`config.mk`:
```
export PLATFORM = sky130hd
export DESIGN_NAME = phase_scheduler
export DESIGN_NICKNAME = d
export VERILOG_FILES = /design/src/rtl/phase_scheduler.sv
export SDC_FILE = /design/constraint.sdc
export NUM_CORES = 1
export LEC_CHECK = 0
export CORE_ASPECT_RATIO = 0.6
export CORE_MARGIN = 4
export CORE_UTILIZATION = 51
export DETAILED_ROUTE_END_ITERATION = 12
export PLACE_DENSITY = 0.86
export RECOVER_POWER = 50
export SLEW_MARGIN = 20
export SYNTH_ARGS = -nofsm -noshare
export SYNTH_HDL_FRONTEND = slang
export SYNTH_SLANG_ARGS = --single-unit
```
`constraint.sdc`:
```
create_clock -name clk -period 3.25 [get_ports clk]
set_clock_uncertainty 0.15 [all_clocks]
set_input_delay 0.65 -clock clk [delete_from_list [all_inputs] [get_ports clk]]
set_output_delay 0.65 -clock clk [all_outputs]
set_load 0.01 [all_outputs]
```
`src/rtl/phase_scheduler.sv`:
```
// ============================================================================
// Module   : phase_scheduler
// Purpose  : Demand-driven round-robin phase scheduler for one intersection.
//            It arbitrates between the North approach, the East approach
//            and the pedestrian walk. Min/max green, yellow and all-red
//            timing are measured in ticks of an external timebase.
// Revision : 1.0 - initial release
// ============================================================================
`default_nettype none

module phase_scheduler #(
    parameter int GREEN_MIN = 10,  // green ticks before pre-emption is allowed
    parameter int GREEN_MAX = 30,  // green cap while own approach keeps requesting
    parameter int YELLOW_T  = 6,   // yellow duration in ticks
    parameter int ALLRED_T  = 2,   // all-red clearance duration in ticks
    parameter int WALK_T    = 15,  // pedestrian walk duration in ticks
    parameter int CW        = 5    // counter width, GREEN_MAX must fit
) (
    input  logic          clk,
    input  logic          reset,        // synchronous, active low
    input  logic          tick,         // timebase enable pulse
    input  logic          north_req,
    input  logic          east_req,
    input  logic          ped_req,
    output logic [1:0]    grant,
    output logic [2:0]    north_light,  // {R,Y,G}
    output logic [2:0]    east_light,   // {R,Y,G}
    output logic          walk,
    output logic [2:0]    state,
    output logic [CW-1:0] counter,
    output logic [2:0]    pending       // {ped,east,north}
);

    // ------------------------------------------------------------------
    // Encodings
    // ------------------------------------------------------------------
    typedef enum logic [2:0] {
        ST_ALLRED = 3'd0,
        ST_GREEN  = 3'd1,
        ST_YELLOW = 3'd2,
        ST_WALK   = 3'd3
    } state_t;

    // Phase codes double as the grant encoding.
    localparam logic [1:0] c_ph_north = 2'b01;
    localparam logic [1:0] c_ph_east  = 2'b10;
    localparam logic [1:0] c_ph_ped   = 2'b11;

    // Lamp patterns {R,Y,G}
    localparam logic [2:0] c_lamp_red    = 3'b100;
    localparam logic [2:0] c_lamp_yellow = 3'b010;
    localparam logic [2:0] c_lamp_green  = 3'b001;

    // Terminal counts for the fixed-length states
    localparam logic [CW-1:0] c_allred_last = CW'(ALLRED_T - 1);
    localparam logic [CW-1:0] c_yellow_last = CW'(YELLOW_T - 1);
    localparam logic [CW-1:0] c_walk_last   = CW'(WALK_T - 1);

    // Green thresholds compared against the one-bit-wider incremented count
    localparam logic [CW:0]   c_green_min_w = (CW+1)'(GREEN_MIN);
    localparam logic [CW:0]   c_green_max_w = (CW+1)'(GREEN_MAX);
    localparam logic [CW-1:0] c_green_max   = CW'(GREEN_MAX);

    // ------------------------------------------------------------------
    // Registers and next-state values
    // ------------------------------------------------------------------
    state_t        state_q,       state_d;
    logic [CW-1:0] counter_q,     counter_d;
    logic [2:0]    pending_q,     pending_d;
    logic [1:0]    cur_phase_q,   cur_phase_d;
    logic [1:0]    last_served_q, last_served_d;

    // Combinational helpers
    logic [2:0]    req_vec;
    logic [2:0]    serve_mask;
    logic [2:0]    own_mask;
    logic [2:0]    pending_set;
    logic [1:0]    next_phase;
    logic          other_demand;
    logic          own_req;
    logic [CW:0]   green_n;

    // One-hot pending bit belonging to a phase code.
    function automatic logic [2:0] phase_mask(input logic [1:0] ph);
        logic [2:0] m;
        case (ph)
            c_ph_north: m = 3'b001;
            c_ph_east:  m = 3'b010;
            c_ph_ped:   m = 3'b100;
            default:    m = 3'b000;
        endcase
        return m;
    endfunction

    // Round-robin pick N -> E -> P starting after the last served phase.
    // With nothing pending the result falls back to North.
    function automatic logic [1:0] rr_pick(input logic [2:0] pend,
                                           input logic [1:0] last);
        logic [1:0] pick;
        pick = c_ph_north;
        case (last)
            c_ph_north: begin
                if      (pend[1]) pick = c_ph_east;
                else if (pend[2]) pick = c_ph_ped;
                else if (pend[0]) pick = c_ph_north;
            end
            c_ph_east: begin
                if      (pend[2]) pick = c_ph_ped;
                else if (pend[0]) pick = c_ph_north;
                else if (pend[1]) pick = c_ph_east;
            end
            default: begin
                if      (pend[0]) pick = c_ph_north;
                else if (pend[1]) pick = c_ph_east;
                else if (pend[2]) pick = c_ph_ped;
            end
        endcase
        return pick;
    endfunction

    // Request latching, arbitration and per-state timing.
    always_comb begin
        req_vec       = {ped_req, east_req, north_req};
        own_mask      = phase_mask(cur_phase_q);

        // The requester currently holding the crossing cannot re-latch.
        case (state_q)
            ST_GREEN: serve_mask = own_mask;
            ST_WALK:  serve_mask = 3'b100;
            default:  serve_mask = 3'b000;
        endcase

        pending_set   = pending_q | (req_vec & ~serve_mask);
        next_phase    = rr_pick(pending_q, last_served_q);
        other_demand  = |(pending_q & ~own_mask);
        own_req       = |(req_vec & own_mask);
        green_n       = {1'b0, counter_q} + {{CW{1'b0}}, 1'b1};

        state_d       = state_q;
        counter_d     = counter_q;
        pending_d     = pending_set;
        cur_phase_d   = cur_phase_q;
        last_served_d = last_served_q;

        case (state_q)
            ST_ALLRED: begin
                if (tick) begin
                    if (counter_q == c_allred_last) begin
                        counter_d     = '0;
                        last_served_d = next_phase;
                        // Entering service drops the bit, beating any
                        // request that arrives on this same edge.
                        pending_d     = pending_set & ~phase_mask(next_phase);
                        if (next_phase == c_ph_ped) begin
                            state_d = ST_WALK;
                        end else begin
                            state_d     = ST_GREEN;
                            cur_phase_d = next_phase;
                        end
                    end else begin
                        counter_d = counter_q + 1'b1;
                    end
                end
            end

            ST_GREEN: begin
                if (tick) begin
                    if (other_demand && (green_n >= c_green_min_w) &&
                        (!own_req || (green_n >= c_green_max_w))) begin
                        state_d   = ST_YELLOW;
                        counter_d = '0;
                    end else if (green_n > c_green_max_w) begin
                        // Saturate so an idle green never wraps.
                        counter_d = c_green_max;
                    end else begin
                        counter_d = green_n[CW-1:0];
                    end
                end
            end

            ST_YELLOW: begin
                if (tick) begin
                    if (counter_q == c_yellow_last) begin
                        state_d   = ST_ALLRED;
                        counter_d = '0;
                    end else begin
                        counter_d = counter_q + 1'b1;
                    end
                end
            end

            ST_WALK: begin
                if (tick) begin
                    // Walk clears straight to all-red; there is no yellow.
                    if (counter_q == c_walk_last) begin
                        state_d   = ST_ALLRED;
                        counter_d = '0;
                    end else begin
                        counter_d = counter_q + 1'b1;
                    end
                end
            end

            default: begin
                // Recover from an illegal encoding independent of tick.
                state_d   = ST_ALLRED;
                counter_d = '0;
            end
        endcase
    end

    // State register with synchronous active-low reset.
    always_ff @(posedge clk) begin
        if (!reset) begin
            state_q       <= ST_ALLRED;
            counter_q     <= '0;
            pending_q     <= 3'b000;
            cur_phase_q   <= c_ph_north;
            last_served_q <= c_ph_ped;   // makes North rank first
        end else begin
            state_q       <= state_d;
            counter_q     <= counter_d;
            pending_q     <= pending_d;
            cur_phase_q   <= cur_phase_d;
            last_served_q <= last_served_d;
        end
    end

    // Lamp, walk and grant decode straight from the registered state.
    always_comb begin
        grant       = 2'b00;
        north_light = c_lamp_red;
        east_light  = c_lamp_red;
        walk        = 1'b0;
        case (state_q)
            ST_GREEN: begin
                grant = cur_phase_q;
                if (cur_phase_q == c_ph_east) begin
                    east_light = c_lamp_green;
                end else begin
                    north_light = c_lamp_green;
                end
            end
            ST_YELLOW: begin
                if (cur_phase_q == c_ph_east) begin
                    east_light = c_lamp_yellow;
                end else begin
                    north_light = c_lamp_yellow;
                end
            end
            ST_WALK: begin
                grant = c_ph_ped;
                walk  = 1'b1;
            end
            default: begin
                grant = 2'b00;
            end
        endcase
    end

    assign state   = state_q;
    assign counter = counter_q;
    assign pending = pending_q;

endmodule

`default_nettype wire

```
Word-level counts from Yosys, hierarchy flattened
Cells that the tools add are included.
Widths: inputs -> output; s select.
{"block": "totals", "regBits": 15, "latch_bits": 0, "ram_bits": 0, "romBits": 0, "input_bits": 6, "output_inout_bits": 20, "wordCells": 96, "n_memories": 0}
{"block": "classes", "addsub": 2, "mul": 0, "n_div": 0, "magnitude_cmp": 3, "n_eq_ne": 22, "n_shift": 0, "mux": 44, "bitwise": 9, "reduce_logical": 11}
{"operator": "$mux 3", "n": 18}
{"operator": "$mux 5", "n": 9}
{"operator": "$pmux 5 s4", "n": 1}
{"operator": "$pmux 3 s2", "n": 3}
{"operator": "$pmux 3 s3", "n": 2}
{"operator": "$ne 2x2->1 const B", "n": 8}
{"operator": "$mux 2", "n": 7}
{"operator": "$and 3x3->3", "n": 4}
{"operator": "$pmux 3 s4", "n": 1}
{"operator": "$eq 2x2->1 const B", "n": 5}
{"operator": "$not 3->3", "n": 3}
{"operator": "$pmux 2 s2", "n": 2}
{"operator": "$reduce_and 4->1", "n": 2}
{"operator": "$reduce_and 8->1", "n": 1}
{"operator": "$add 5x1->6 const B", "n": 1}
{"operator": "$eq 2x1->1 const B", "n": 3}
{"operator": "$eq 3x2->1 const B", "n": 2}
{"operator": "$ge 6x4->1 const B", "n": 1}
{"operator": "$ge 6x5->1 const B", "n": 1}
{"operator": "$gt 6x5->1 const B", "n": 1}
{"operator": "$reduce_or 3->1", "n": 2}
{"operator": "$add 5x1->5 const B", "n": 1}
{"operator": "$eq 5x1->1 const B", "n": 1}
{"operator": "$eq 5x3->1 const B", "n": 1}
{"operator": "other kinds (10)", "n": 11}

Logic depth before layout (Yosys ltp)
Gate-level depths: netlist of the first run.
{"block": "depth", "word_depth": 14, "mapped_depth": 8, "depth_no_buf": 8}

Worst setup path after synthesis of the first run
OpenSTA, ideal clock, no wires.
{"block": "synth_path", "kind": "reg-to-reg", "from": "reg counter_q[0] (netlist: counter[0])", "to": "reg counter_q[3] (netlist: counter[3])", "setup_ns": 0.133, "t_arrival_ns": 2.149, "required_time_ns": 2.967, "slack_ns": 0.818, "path_stages_with_launch": 9, "n_path_buf": 0, "synth_period_minus_slack_ns": 2.432, "path_cell_list": "dfxtp_1 -> inv_1 -> ha_1 -> and3b_2 -> and3_1 -> nor4_4 -> o31ai_4 -> a41oi_4 -> o221ai_1"}
{"block": "synth_via", "elab_chain_cells": 7, "elab_cells_between_ends": 21, "cone_classes": "add/sub: 2; order compare: 3; eq/ne: 3; mux: 10; reduce/logical: 3"}
{"item": "start: declaration", "line": "68", "text": "logic [CW-1:0] counter_q, counter_d;"}
{"item": "start signal: assignment", "line": "222", "text": "counter_q <= counter_d;"}
{"item": "$add 5x1->6", "line": "137", "text": "green_n = {1'b0, counter_q} + {{CW{1'b0}}, 1'b1};"}
{"item": "$ge 6x4->1 or $ge 6x5->1 (tied branches)", "line": "168, 169"}
{"item": "$logic_and 1x1->1 or $logic_or 1x1->1 (tied branches)", "line": "168, 169"}
{"item": "$logic_and 1x1->1", "line": "168", "text": "if (other_demand && (green_n >= c_green_min_w) &&"}
{"item": "$mux 5", "line": "168"}
{"item": "$mux 5", "line": "167", "text": "if (tick) begin"}
{"item": "$pmux 5 s4 (*)", "line": "145", "text": "case (state_q)"}
Every way passes the cells marked *; elsewhere a longest branch is shown, timed or not. The select of a mux whose other input is x is not followed.
A chain may end at the register's enable or synchronous reset.

Worst setup path after layout of the first run
{"block": "layout_path", "from": "reg state_q[1] (netlist: state[1])", "to": "out north_light[2]"}
{"block": "layout_via", "elab_chain_cells": 2, "elab_cells_between_ends": 3, "cone_classes": "eq/ne: 2; mux: 1"}
{"item": "start: declaration", "line": "67", "text": "state_t state_q, state_d;"}
{"item": "start signal: assignment", "line": "221", "text": "state_q <= state_d;"}
{"item": "$eq 3x2->1 or $eq 3x1->1 (tied branches)", "line": "235", "text": "case (state_q)"}
{"item": "$pmux 3 s2 (*)", "line": "235"}
{"item": "end: declaration", "line": "26", "text": "output logic [2:0] north_light,"}
Every way passes the cells marked *; elsewhere a longest branch is shown, timed or not.

==> impl_metrics.toml, run 1 <==
[worst_setup_path]
end_kind = "output pin"
cp.required_ps = 2450
cp.arrival_ps = 2200
regToRegSetupSlack_ps = 600
crit_chain = "inv_1, ha_1, nor2_1, o31ai_1, clkdlybuf4s50_1"
crit_path_start_kind = "register"
cp_num_buf_inv = 2
crit_family = "buffers and inverters"
path_class = "reg2out"
reg2reg_depth = 8
max_stage_delay_ps = 590
crit_fanout = 14
rr_startpoint = "counter[0]"
r2r_end = "counter[4]"
critPathSlowestCell = "clkdlybuf4s50_1"

[global_route]
grt_pass1_wl_um = 5440
gr-usage-all-layers_pct = 21.3
grt_overflow = 0
antenna_found_initial = 0
grt_pass1_vias = 1115
grt_max_degree = 16

[synthesis]
yosys.area.top_type = "dfxtp_1"
yosysUniqueCellTypes = 50
synth_top_area_share_pct = 22.1
synth_edf_count = 0
ys_top_cells_by_area = "dfxtp_1, ha_1, nand2_1"
syn_inst = 157
synth_area_um2 = 1270
ys.warnings.count = 0
ys_seq_area_share_pct = 22.1
synth_seq_cells = 14
syn-num-nets = 172
ys.flop_type = "dfxtp_1"
async_reset_ff_share_pct = 0
synth.avg_cell_area_um2 = 8.07

[timing]
setup_tns_ps = 0
period_share_pct = 92.4
fmax_ghz = 0.333
setup_viol = 0
final_max_slew_viol_count = 0
slew_headroom_pct = 56.8
grt_setup_unrepaired = "false"
min_period_ps = 3000
hold_viol_final = 0
worstMarginPinSlew_ps = 643
holdWs_ps = 349

[finish]
synthToLayoutAreaGrowth_pct = 21.4
ff_latch_area_um2 = 280
n_antenna_cell = 0
multi_input_area_um2 = 870
fillers = 187
nets = 193
final_common_cell = "nand2_1"
fin_util_pct = 68.1
final_layout_size_suffix_gt1_share_pct = 9.04
mostFrequentLayoutCells = "nand2_1, inv_1, dfxtp_1"

[hold_path]
hp-class = "reg2reg"
min_to = "last_served_q[1]"
min-delay-start = "last_served_q[1]"
holdPathStages = 2

[clocking]
clockRootBuffer = "clkbuf_8"
hold_buffers = 0
clk_pin_slew_ps = 60
cts_setup_buffers = 0
ctsResizeCount = 0
h-tree-depth = 1
cts_made_buffers = 3
cts.path.max_buffers = 2
cts.sinks = 14
worstSkewPairLatency_ps = 250
cts_tree = "built"

[detailed_routing]
vias = 1248
first_pass_iters = 4
ant_nets = 0
first_iter_violations = 120
route.met2.wl_um = 1440
drt-total-wl_um = 3460
post-route-drc-count = 0
wl_per_cell_um = 16.7
drt-met1-wl_um = 1680
top_layer = "met4"
viasPerCell = 6.03
met3WireLength_um = 316

[power]
leakagePower_nw = 0.649
max-vdd-ir-drop_mv = 0.308
powerDensity_nw_per_um2 = 521

[placement]
hpwlAfterDp_um = 2640
portBuffers = 24
gp_congestion = 0.996

[floorplan]
core_area_um2 = 2260
die_area_um2 = 3370
chipWidth_um = 72.4
io_pins = 26
num_rows = 13
fp.dieH_um = 46.6
start_util_pct = 56.1

[job]
cap_violations = 0

[run_status]
status = "complete, no violations"
## through the flow
stage               worst slack [ps]  std cells  total power [mW]  area, um^2
floorplan                        818        157             0.486        1270
global placement                 686        203             0.611        1490
detailed placement               557        203             0.626        1490
CTS                              285        207             0.804        1540
global route                     136        207             0.844        1540
finish                           248        207             0.802        1540
## synthesized netlist by cell type (all sizes together) (2+ instances only)
library cell and count:
o22ai 3, nor2b 6, inv 14, and3 3, and2 2, o22a 2
nand2b 4, ha 9, nor3 4, o21ai 11, nand3 5, a31oi 3
a21o 3, o221a 2, nand2 15, a21oi 6, mux2i 5, o221ai 2
buf 7, nor2 11, dfxtp 14, nor4 2, o31ai 2, clkbuf 2
nor3b 2, nand4 3
## tightest hold or removal path, cell delays in order, from the launching register on
cell and delay [ps]:
dfxtp_1 330, nand2_1 60, nand3_1 60
## power breakdown
part           internal (mW)  switching (mW)
combinational          0.170           0.224
sequential             0.196          0.0376
clock                  0.107          0.0662
## final cells by class
type / count / area share [%]
clock buffers: 4 / 3.58
flip-flops and latches: 14 / 18.2
multi-input cells: 120 / 56.5
inverters: 14 / 3.41
repair buffers: 25 / 15.9
well taps: 30 / 2.44
## metal layers
layer  vias to the layer above  global-route usage (%)
met5                         -                       0
met4                         0                    5.24
met3                         4                    7.41
met2                        64                    30.7
met1                       577                    29.8
li1                        603                       -
## sequential cells by signal, summed over array words and instances, names as in the netlist
name / cells
cur_phase_q: 2
last_served_q: 2
pending: 3
counter: 5
state: 2
## cells by family after synthesis
kind of cell,Yosys count,share of synthesized area [%]
compound gates,43,27.4
xor+xnor,2,1.38
fa+ha+maj,9,8.88
buf+inv,23,9.28
flops,14,22.1
mux,6,5.13
other cells,1,0.296
simple gates,59,25.5
## worst max path at each step
| stage | slack, ps | cells after the start | start | endpoint |
|---|---|---|---|---|
| finish | 250 | 5 | state[1] | north_light[2] |
| global route | 140 | 5 | state[1] | north_light[2] |
| CTS | 290 | 5 | state[1] | north_light[2] |
| detailed placement | 560 | 5 | state[1] | north_light[2] |
| global placement | 690 | 6 | tick | pending[1] |
| floorplan | 820 | 8 | counter[0] | counter[3] |
No activity file was read; power rests on OpenSTA's default activity.
==> run 2: changes to the inputs <==
- HOLD_SLACK_MARGIN: unset -> 0.12
==> results of run 2 <==
No change in the layout: final DEF, timing and power equal those of run 1.
==> run 3: changes to the inputs <==
- ABC_CLOCK_PERIOD_IN_PS: unset -> 3250
- CAP_MARGIN: unset -> 20
==> results of run 3 <==
No change in the layout: final DEF, timing and power equal those of run 1.
